File: src/rtl/vedic_pkg.sv
// vedic_pkg: shared helpers for the Vedic multiplier (width checks, half width, negation)
// No ports; imported by vedic_core and vedic_mult_pipe.
package vedic_pkg;

    localparam int MAX_P = 128;
    localparam logic [MAX_P-1:0] ONE = 1;

    function automatic bit is_pow2(input int v);
        return v > 0 && (v & (v - 1)) == 0;
    endfunction

    function automatic int half_w(input int w);
        return w / 2;
    endfunction

    // Two's-complement negation of the low w bits; higher bits are cleared.
    function automatic logic [MAX_P-1:0] twos_neg(input logic [MAX_P-1:0] v, input int w);
        logic [MAX_P-1:0] m;
        m = (w >= MAX_P) ? '1 : (ONE << w) - ONE;
        return (~v + ONE) & m;
    endfunction

endpackage

File: src/rtl/vedic_core.sv
// vedic_core: combinational recursive Urdhva-Tiryagbhyam N x N unsigned multiplier
// Ports: a, b (N-bit unsigned operands) -> p (2N-bit product).
module vedic_core
    import vedic_pkg::*;
#(
    parameter int N = 8
) (
    input  logic [N-1:0]   a,
    input  logic [N-1:0]   b,
    output logic [2*N-1:0] p
);

    if (!is_pow2(N) || N < 2) begin : g_bad
        $error("vedic_core: N must be a power of two >= 2");
    end

    if (N == 2) begin : g_base
        logic c1;
        // The cross-product sum a1b0 + a0b1 carries only when all four bits are set.
        assign c1 = a[1] & b[0] & a[0] & b[1];
        assign p  = {a[1] & b[1] & c1, (a[1] & b[1]) ^ c1, (a[1] & b[0]) ^ (a[0] & b[1]), a[0] & b[0]};
    end else begin : g_rec
        localparam int M = N / 2;
        logic [N-1:0]   ll, lh, hl, hh;
        logic [2*N-1:0] mid;
        vedic_core #(.N(M)) u_ll (.a(a[M-1:0]), .b(b[M-1:0]), .p(ll));
        vedic_core #(.N(M)) u_lh (.a(a[M-1:0]), .b(b[N-1:M]), .p(lh));
        vedic_core #(.N(M)) u_hl (.a(a[N-1:M]), .b(b[M-1:0]), .p(hl));
        vedic_core #(.N(M)) u_hh (.a(a[N-1:M]), .b(b[N-1:M]), .p(hh));
        // Middle sum kept at full width so its carry is never lost.
        assign mid = (2*N)'(lh) + (2*N)'(hl);
        assign p   = {hh, ll} + (mid << M);
    end

endmodule

File: src/rtl/vedic_mult_pipe.sv
// vedic_mult_pipe: 3-stage pipelined signed/unsigned Vedic multiplier with valid/ready and tag
// Ports: clk, rst_n (async active-low); in_valid/in_ready/in_a/in_b/in_signed/in_tag (operand side);
//        out_valid/out_ready/out_p/out_tag (product side).
module vedic_mult_pipe
    import vedic_pkg::*;
#(
    parameter int WIDTH = 16,
    parameter int TAG_W = 4
) (
    input  logic               clk,
    input  logic               rst_n,
    input  logic               in_valid,
    output logic               in_ready,
    input  logic [WIDTH-1:0]   in_a,
    input  logic [WIDTH-1:0]   in_b,
    input  logic               in_signed,
    input  logic [TAG_W-1:0]   in_tag,
    output logic               out_valid,
    input  logic               out_ready,
    output logic [2*WIDTH-1:0] out_p,
    output logic [TAG_W-1:0]   out_tag
);

    localparam int H  = half_w(WIDTH);
    localparam int PW = 2 * WIDTH;

    if (!is_pow2(WIDTH) || WIDTH < 4 || PW > MAX_P) begin : g_bad
        $error("vedic_mult_pipe: WIDTH must be a power of two >= 4");
    end

    logic             en, v1, v2, neg1, neg2;
    logic [TAG_W-1:0] tag1, tag2;
    logic [WIDTH-1:0] ma, mb, ll, lh, hl, hh, ll_c, lh_c, hl_c, hh_c;
    logic [PW-1:0]    prod;

    // The whole pipe freezes only when a held product is not being taken.
    assign en       = !(out_valid && !out_ready);
    assign in_ready = en;

    vedic_core #(.N(H)) u_ll (.a(ma[H-1:0]),     .b(mb[H-1:0]),     .p(ll_c));
    vedic_core #(.N(H)) u_lh (.a(ma[H-1:0]),     .b(mb[WIDTH-1:H]), .p(lh_c));
    vedic_core #(.N(H)) u_hl (.a(ma[WIDTH-1:H]), .b(mb[H-1:0]),     .p(hl_c));
    vedic_core #(.N(H)) u_hh (.a(ma[WIDTH-1:H]), .b(mb[WIDTH-1:H]), .p(hh_c));

    assign prod = {hh, ll} + ((PW'(lh) + PW'(hl)) << H);

    always_ff @(posedge clk or negedge rst_n) begin
        if (!rst_n) begin
            v1        <= 1'b0;
            v2        <= 1'b0;
            out_valid <= 1'b0;
            out_p     <= '0;
            out_tag   <= '0;
        end else if (en) begin
            v1        <= in_valid;
            v2        <= v1;
            out_valid <= v2;
            if (v2) begin
                out_p   <= neg2 ? PW'(twos_neg(MAX_P'(prod), PW)) : prod;
                out_tag <= tag2;
            end
        end
    end

    // Datapath registers of empty stages are don't-care, so they carry no reset.
    always_ff @(posedge clk) begin
        if (en) begin
            tag1 <= in_tag;
            neg1 <= in_signed & (in_a[WIDTH-1] ^ in_b[WIDTH-1]);
            // Negating the most negative value wraps to 2^(WIDTH-1), its correct unsigned magnitude.
            ma   <= (in_signed && in_a[WIDTH-1]) ? -in_a : in_a;
            mb   <= (in_signed && in_b[WIDTH-1]) ? -in_b : in_b;
            tag2 <= tag1;
            neg2 <= neg1;
            ll   <= ll_c;
            lh   <= lh_c;
            hl   <= hl_c;
            hh   <= hh_c;
        end
    end

endmodule

File: config.mk
export PLATFORM = sky130hd
export DESIGN_NAME = vedic_mult_pipe
export DESIGN_NICKNAME = d
export VERILOG_FILES = /design/src/rtl/vedic_pkg.sv /design/src/rtl/vedic_core.sv /design/src/rtl/vedic_mult_pipe.sv
export SDC_FILE = /design/constraint.sdc
export NUM_CORES = 1
export LEC_CHECK = 0
export BUFFER_PORTS_ARGS = -buffer_cell sky130_fd_sc_hd__buf_2
export CAP_MARGIN = 5
export CORE_UTILIZATION = 35
export DETAILED_ROUTE_END_ITERATION = 7
export GPL_ROUTABILITY_DRIVEN = 0
export PLACE_DENSITY_LB_ADDON = 0.05
export SETUP_SLACK_MARGIN = 0.05
export SLEW_MARGIN = 40
export SYNTH_ARGS = -nofsm -noshare
export SYNTH_HDL_FRONTEND = slang
export SYNTH_SLANG_ARGS = --single-unit
File: constraint.sdc
create_clock -name clk -period 6.2 [get_ports clk]
set_input_delay 0.93 -clock clk [delete_from_list [all_inputs] [get_ports clk]]
set_output_delay 0.93 -clock clk [all_outputs]
set_load 0.01 [all_outputs]
==> flow_metrics.tcl, run 1 <==
set metrics [dict create \
    drc 0 \
    final_util_pct 39.3 \
    synth_top_area_share_pct 21.1 \
    cts.clk_slew.worst_paths_ns 0.07 \
    yosysUniqueCellTypes 74 \
    ant_nets 0 \
    synth-seq-cells 145 \
    cts_sinks 145 \
    arrival_ns 5.95 \
    status "complete, no violations" \
    cp_cell_sequence "ha_1, a21o_1, a21oi_1, o21a_1, o21ai_0, a2111oi_0, nor3_1, or3_1, a21oi_1, xnor2_1, ha_1, inv_1, nor3_1, nand3_1, a211oi_1, nor3_1, or4_1, and2_1, or3_1, a31oi_1" \
    hold_buffers 0 \
    cp_num_buf_inv 1 \
    drtIter0Drc 550 \
    avgSynthCellArea_um2 8.59 \
    die_h_um 232 \
    rsz0062_at_grt "no" \
    worst_path_max_delay_cell "a2111oi_0" \
    synthFlopType "edfxtp_1" \
    io_pins 79 \
    drv_slew 0 \
    syn_inst 2151 \
    synthTopCellsByCount "ha_1, nand2_1, inv_1, xnor2_1, and2_1" \
    io_buffers 78 \
    cpMostUsedCell "nor3_1" \
    fin_cells 2901 \
    num-fill-cells 5290 \
    postCtsSetupRepairBufs 0 \
    drv_cap 0 \
    finClkSkew_ns 0.00907 \
    finalCritPeriodShare_pct 89.5 \
    setup_tns_ns 0 \
    drive_gt1_share_pct 8.38 \
    fin_crit_ns 5.55 \
    hold_viol 0 \
    ys_warn_count 0 \
    synth.area.top_cells "ha_1, edfxtp_1, xnor2_1" \
    grt_pass1_vias 14300 \
    regArea_mm2 0.00416 \
    fin_hold_ws_ns 0.415 \
    synth_edf_count 106 \
    syn_area_mm2 0.0185 \
    dieArea_mm2 0.0537 \
    cp_max_fo 6 \
    worstPathRequired_ns 6.60 \
    clock_tree.root_cell "clkbuf_16" \
    numCtsBuffers 17 \
    cts_resized 0 \
    fp.coreArea_mm2 0.0517 \
    start_kind "flip-flop" \
    worstMarginPinSlew_ns 0.737 \
    yosysSeqAreaShare_pct 22.5 \
    multiInputGateArea_mm2 0.0134 \
    routed_wl_um 47200 \
    hold_path_class "in2async" \
    grt_pass1_wl_um 76800 \
    clk_path_buf_depth 2 \
    grt_remaining_overflow 0 \
    die_w_um 232 \
    worstSkewPairLatency_ns 0.47 \
    maxSlewHeadroom_pct 50.9 \
    hpwl_um 37900 \
    final-setup-viol-count 0 \
    antenna_found_initial 2 \
    row_count 83 \
    viasPerCell 4.89 \
    wire_per_inst_um 16.3 \
    synth_top_cell_by_area "ha_1" \
    area_growth_pct 10.1 \
    finish.net_count 2601 \
    h-tree-depth 4 \
    cp_top_family "simple AND/OR/NAND/NOR gates" \
    start_util_pct 35.7 \
    slowest_delay_ns 0.66 \
    fmax_mhz 180 \
    track_usage_pct 18.4 \
    post-place-cells 2867 \
    grt_max_degree 68 \
    worst_setup_path_end_kind "flip-flop" \
    synth_nets 2546 \
    synth_most_common_cell "ha_1" \
    cts_tree "yes" \
    async_flop_share_pct 26.9 \
    timing_worst_setup_path_type "reg2reg" \
    dr.pass1.iters 5 \
    num_vias 14200 \
]
## cells by family (layout without fill, tap and decap cells)
family / Yosys count / in the layout / share of synthesized area, %
flops: 145 / 145 / 22.5
compound gates: 431 / 431 / 15.0
simple gates: 669 / 669 / 17.5
other cells: 0 / 2 / 0
mux: 5 / 5 / 0.284
fa+ha+maj: 354 / 354 / 25.7
xor+xnor: 288 / 288 / 13.7
buf+inv: 259 / 327 / 5.31
## flip-flops by register name, summed over array words and instances, names as in the netlist
signal	count
ll	16
lh	16
tag1	4
out_tag	4
hl	16
v2	1
tag2	4
ma	16
mb	16
neg2	1
hh	16
out_valid	1
neg1	1
v1	1
out_p	32
## per-stage QoR
| stage | cell area (um^2) | setup WS (ns) |
|---|---|---|
| floorplan | 18500 | 1.34 |
| global placement | 19700 | 0.598 |
| detailed placement | 19700 | 0.593 |
| CTS | 20300 | 0.570 |
| global route | 20300 | 0.149 |
| finish | 20300 | 0.653 |
## area by class of cell
type                            count  area share (%)
Sequential cell                   145            20.4
Timing Repair Buffer              124            3.65
Multi-Input combinational cell   1747            65.6
Clock inverter                     15           0.812
Antenna cell                        2          0.0246
Inverter                          171            3.15
Tap cell                          680            4.18
Clock buffer                       17            2.09
## final timing paths
check | start | to | slack [ns] | depth (start not counted)
max | lh[1] | out_p[30] | 0.65 | 20
min | rst_n | out_p[4] | 0.41 | 1
max reg2reg | lh[1] | out_p[30] | 0.65 | 20
min reg2reg | tag1[0] | tag2[0] | 0.42 | 0
max in group asynchronous | rst_n | out_p[28] | 5.43 | 1
min in group clk | tag1[0] | tag2[0] | 0.42 | 0
## cell usage in the layout, fill, tap and decap left out, drive strengths merged, types with 13 or more instances in the layout
cell type,netlist,layout
buf,3,124
a21boi,13,13
o21bai,31,31
clkbuf,85,17
ha,312,312
nand3,24,24
fa,42,42
or3,14,14
xor2,123,123
a21o,80,80
dfrtp,39,39
nor3,21,21
o21ai,108,108
a21oi,126,126
inv,171,180
nor2,134,134
edfxtp,106,106
nand2b,21,21
nand2,251,251
xnor2,165,165
o31ai,14,14
and2,141,141
nor2b,20,20
## routing by layer
metal	up-vias	global-route usage, %	part of all wire [%]
met3	45	2.41	2.8
met4	0	6.31	2.2
met2	198	30.4	45
met5	-	0	0
li1	7467	-	-
met1	6482	24.6	50
Power of run 1 is not shown: default switching activity piles up to over one toggle a cycle in this logic, so the estimate is an artifact.
==> run 2, diff against run 1 <==
--- a/config.mk
+++ b/config.mk
@@ -7,7 +7,7 @@
 export LEC_CHECK = 0
 export BUFFER_PORTS_ARGS = -buffer_cell sky130_fd_sc_hd__buf_2
 export CAP_MARGIN = 5
-export CORE_UTILIZATION = 35
+export CORE_UTILIZATION = 45
 export DETAILED_ROUTE_END_ITERATION = 7
 export GPL_ROUTABILITY_DRIVEN = 0
 export PLACE_DENSITY_LB_ADDON = 0.05
==> run 2 against run 1 <==
Non-clock buffer count shrank 6. Global-route usage increased by 3.9 points. Sequential share of layout area is 0.25 points higher. Cell count is 5.6% lower. Maximum frequency shrank 0.76%. Critical path depth stayed put. Register-to-register slack worse by 0.04 ns. First-iteration DRC count grew 10%. Worst setup slack lost 0.043 ns. Via count rose by 0.83%. Sequential cell count unchanged. Critical path type unchanged. Critical endpoint unchanged. Largest cell class unchanged.
==> flow_metrics.tcl, run 2 (same netlist as run 1, synthesis figures left out) <==
set metrics [dict create \
    status "complete, no violations" \
    worst_path_max_delay_cell "a2111oi_0" \
    finish.net_count 2595 \
    multiInputGateArea_mm2 0.0134 \
    grt_max_degree 85 \
    drc 0 \
    drv_cap 0 \
    fin_crit_ns 5.59 \
    hold_viol 0 \
    n_antenna_cell 0 \
    cp_cell_sequence "ha_1, a21o_1, a21oi_1, o21a_1, o21ai_0, a2111oi_0, nor3_1, or3_1, a21oi_1, xnor2_1, ha_1, inv_1, nor3_1, nand3_1, a211oi_1, nor3_1, or4_1, and2_1, or3_1, a31oi_1" \
    grt_pass1_vias 14300 \
    cts_tree "yes" \
    clk_path_buf_depth 2 \
    layout_commonest_cell "ha_1" \
    cts_resized 0 \
    largest-register "out_p" \
    hold_buffers 0 \
    track_usage_pct 22.4 \
    viasPerCell 5.23 \
    die_w_um 205 \
    h-tree-depth 4 \
    final_cell_mix "ha_1, nand2_1, inv_1" \
    regArea_mm2 0.00416 \
    setup_tns_ns 0 \
    area_growth_pct 8.75 \
    hold_path_class "reg2reg" \
    grt_pass1_wl_um 73100 \
    num-fill-cells 3911 \
    final-setup-viol-count 0 \
    cp_num_buf_inv 1 \
    dr.pass1.iters 5 \
    slowest_delay_ns 0.66 \
    num_vias 14300 \
    fp.coreArea_mm2 0.0401 \
    die_h_um 205 \
    postCtsSetupRepairBufs 0 \
    grt_remaining_overflow 0 \
    finClkSkew_ns 0.0120 \
    worstSkewPairLatency_ns 0.45 \
    io_pins 79 \
    row_count 73 \
    fmax_mhz 179 \
    arrival_ns 5.96 \
    wire_per_inst_um 16.3 \
    numCtsBuffers 17 \
    hpwl_um 35600 \
    cpMostUsedCell "nor3_1" \
    finalCritPeriodShare_pct 90.2 \
    cp_top_family "compound AO/OA/AOI/OAI gates" \
    rsz0062_at_grt "no" \
    worst_setup_path_end_kind "flip-flop" \
    largest_reg_flops 32 \
    io_buffers 78 \
    worstMarginPinSlew_ns 0.881 \
    post-place-cells 2706 \
    start_util_pct 46.1 \
    antenna_found_initial 1 \
    cp_max_fo 6 \
    dieArea_mm2 0.0419 \
    drv_slew 0 \
    drtIter0Drc 606 \
    maxSlewHeadroom_pct 41.3 \
    fin_cells 2738 \
    cts_sinks 145 \
    cts.clk_slew.worst_paths_ns 0.07 \
    routed_wl_um 44700 \
    start_kind "flip-flop" \
    clock_tree.root_cell "clkbuf_16" \
    drive_gt1_share_pct 8.09 \
    timing_worst_setup_path_type "reg2reg" \
    worstPathRequired_ns 6.57 \
    ant_nets 0 \
]
==> run 2: worst paths after layout <==
| check | from | endpoint | slack (ns) | cells after the start |
|---|---|---|---|---|
| min | tag1[3] | tag2[3] | 0.42 | 0 |
| max | lh[1] | out_p[30] | 0.61 | 20 |
| max reg2reg | lh[1] | out_p[30] | 0.61 | 20 |
| min reg2reg | tag1[3] | tag2[3] | 0.42 | 0 |
| max in group asynchronous | rst_n | out_p[30] | 5.41 | 1 |
| min in group asynchronous | rst_n | out_p[2] | 0.44 | 1 |
==> run 2: final cells by class <==
class	count	share of cell area [%]
timing repair buffer	118	3.47
multi-input combinational	1747	66.4
tap	525	3.27
sequential	145	20.7
clock buffer	19	2.26
inverter	171	3.19
clock inverter	13	0.685
==> run 2: layer usage <==
| layer | share of wire (%) | global-route usage, % | vias to the layer above |
|---|---|---|---|
| met3 | 3.9 | 3.44 | 44 |
| li1 | - | - | 7429 |
| met5 | 0 | 0 | - |
| met2 | 45 | 37.1 | 247 |
| met1 | 49 | 29.9 | 6590 |
| met4 | 2.2 | 6.53 | 0 |
==> run 2: stage by stage <==
stage	utilization (%)	setup WS, ns	hold WS (ns)	cell area, um^2
finish	50.1	0.610	0.420	20100
global route	50.1	0.121	0.427	20100
CTS	50.1	0.612	0.423	20100
detailed placement	48.7	0.637	0.406	19500
global placement	48.6	0.704	0.404	19500
floorplan	-	1.34	0.400	18500
Power of run 2 is left out for the same reason.
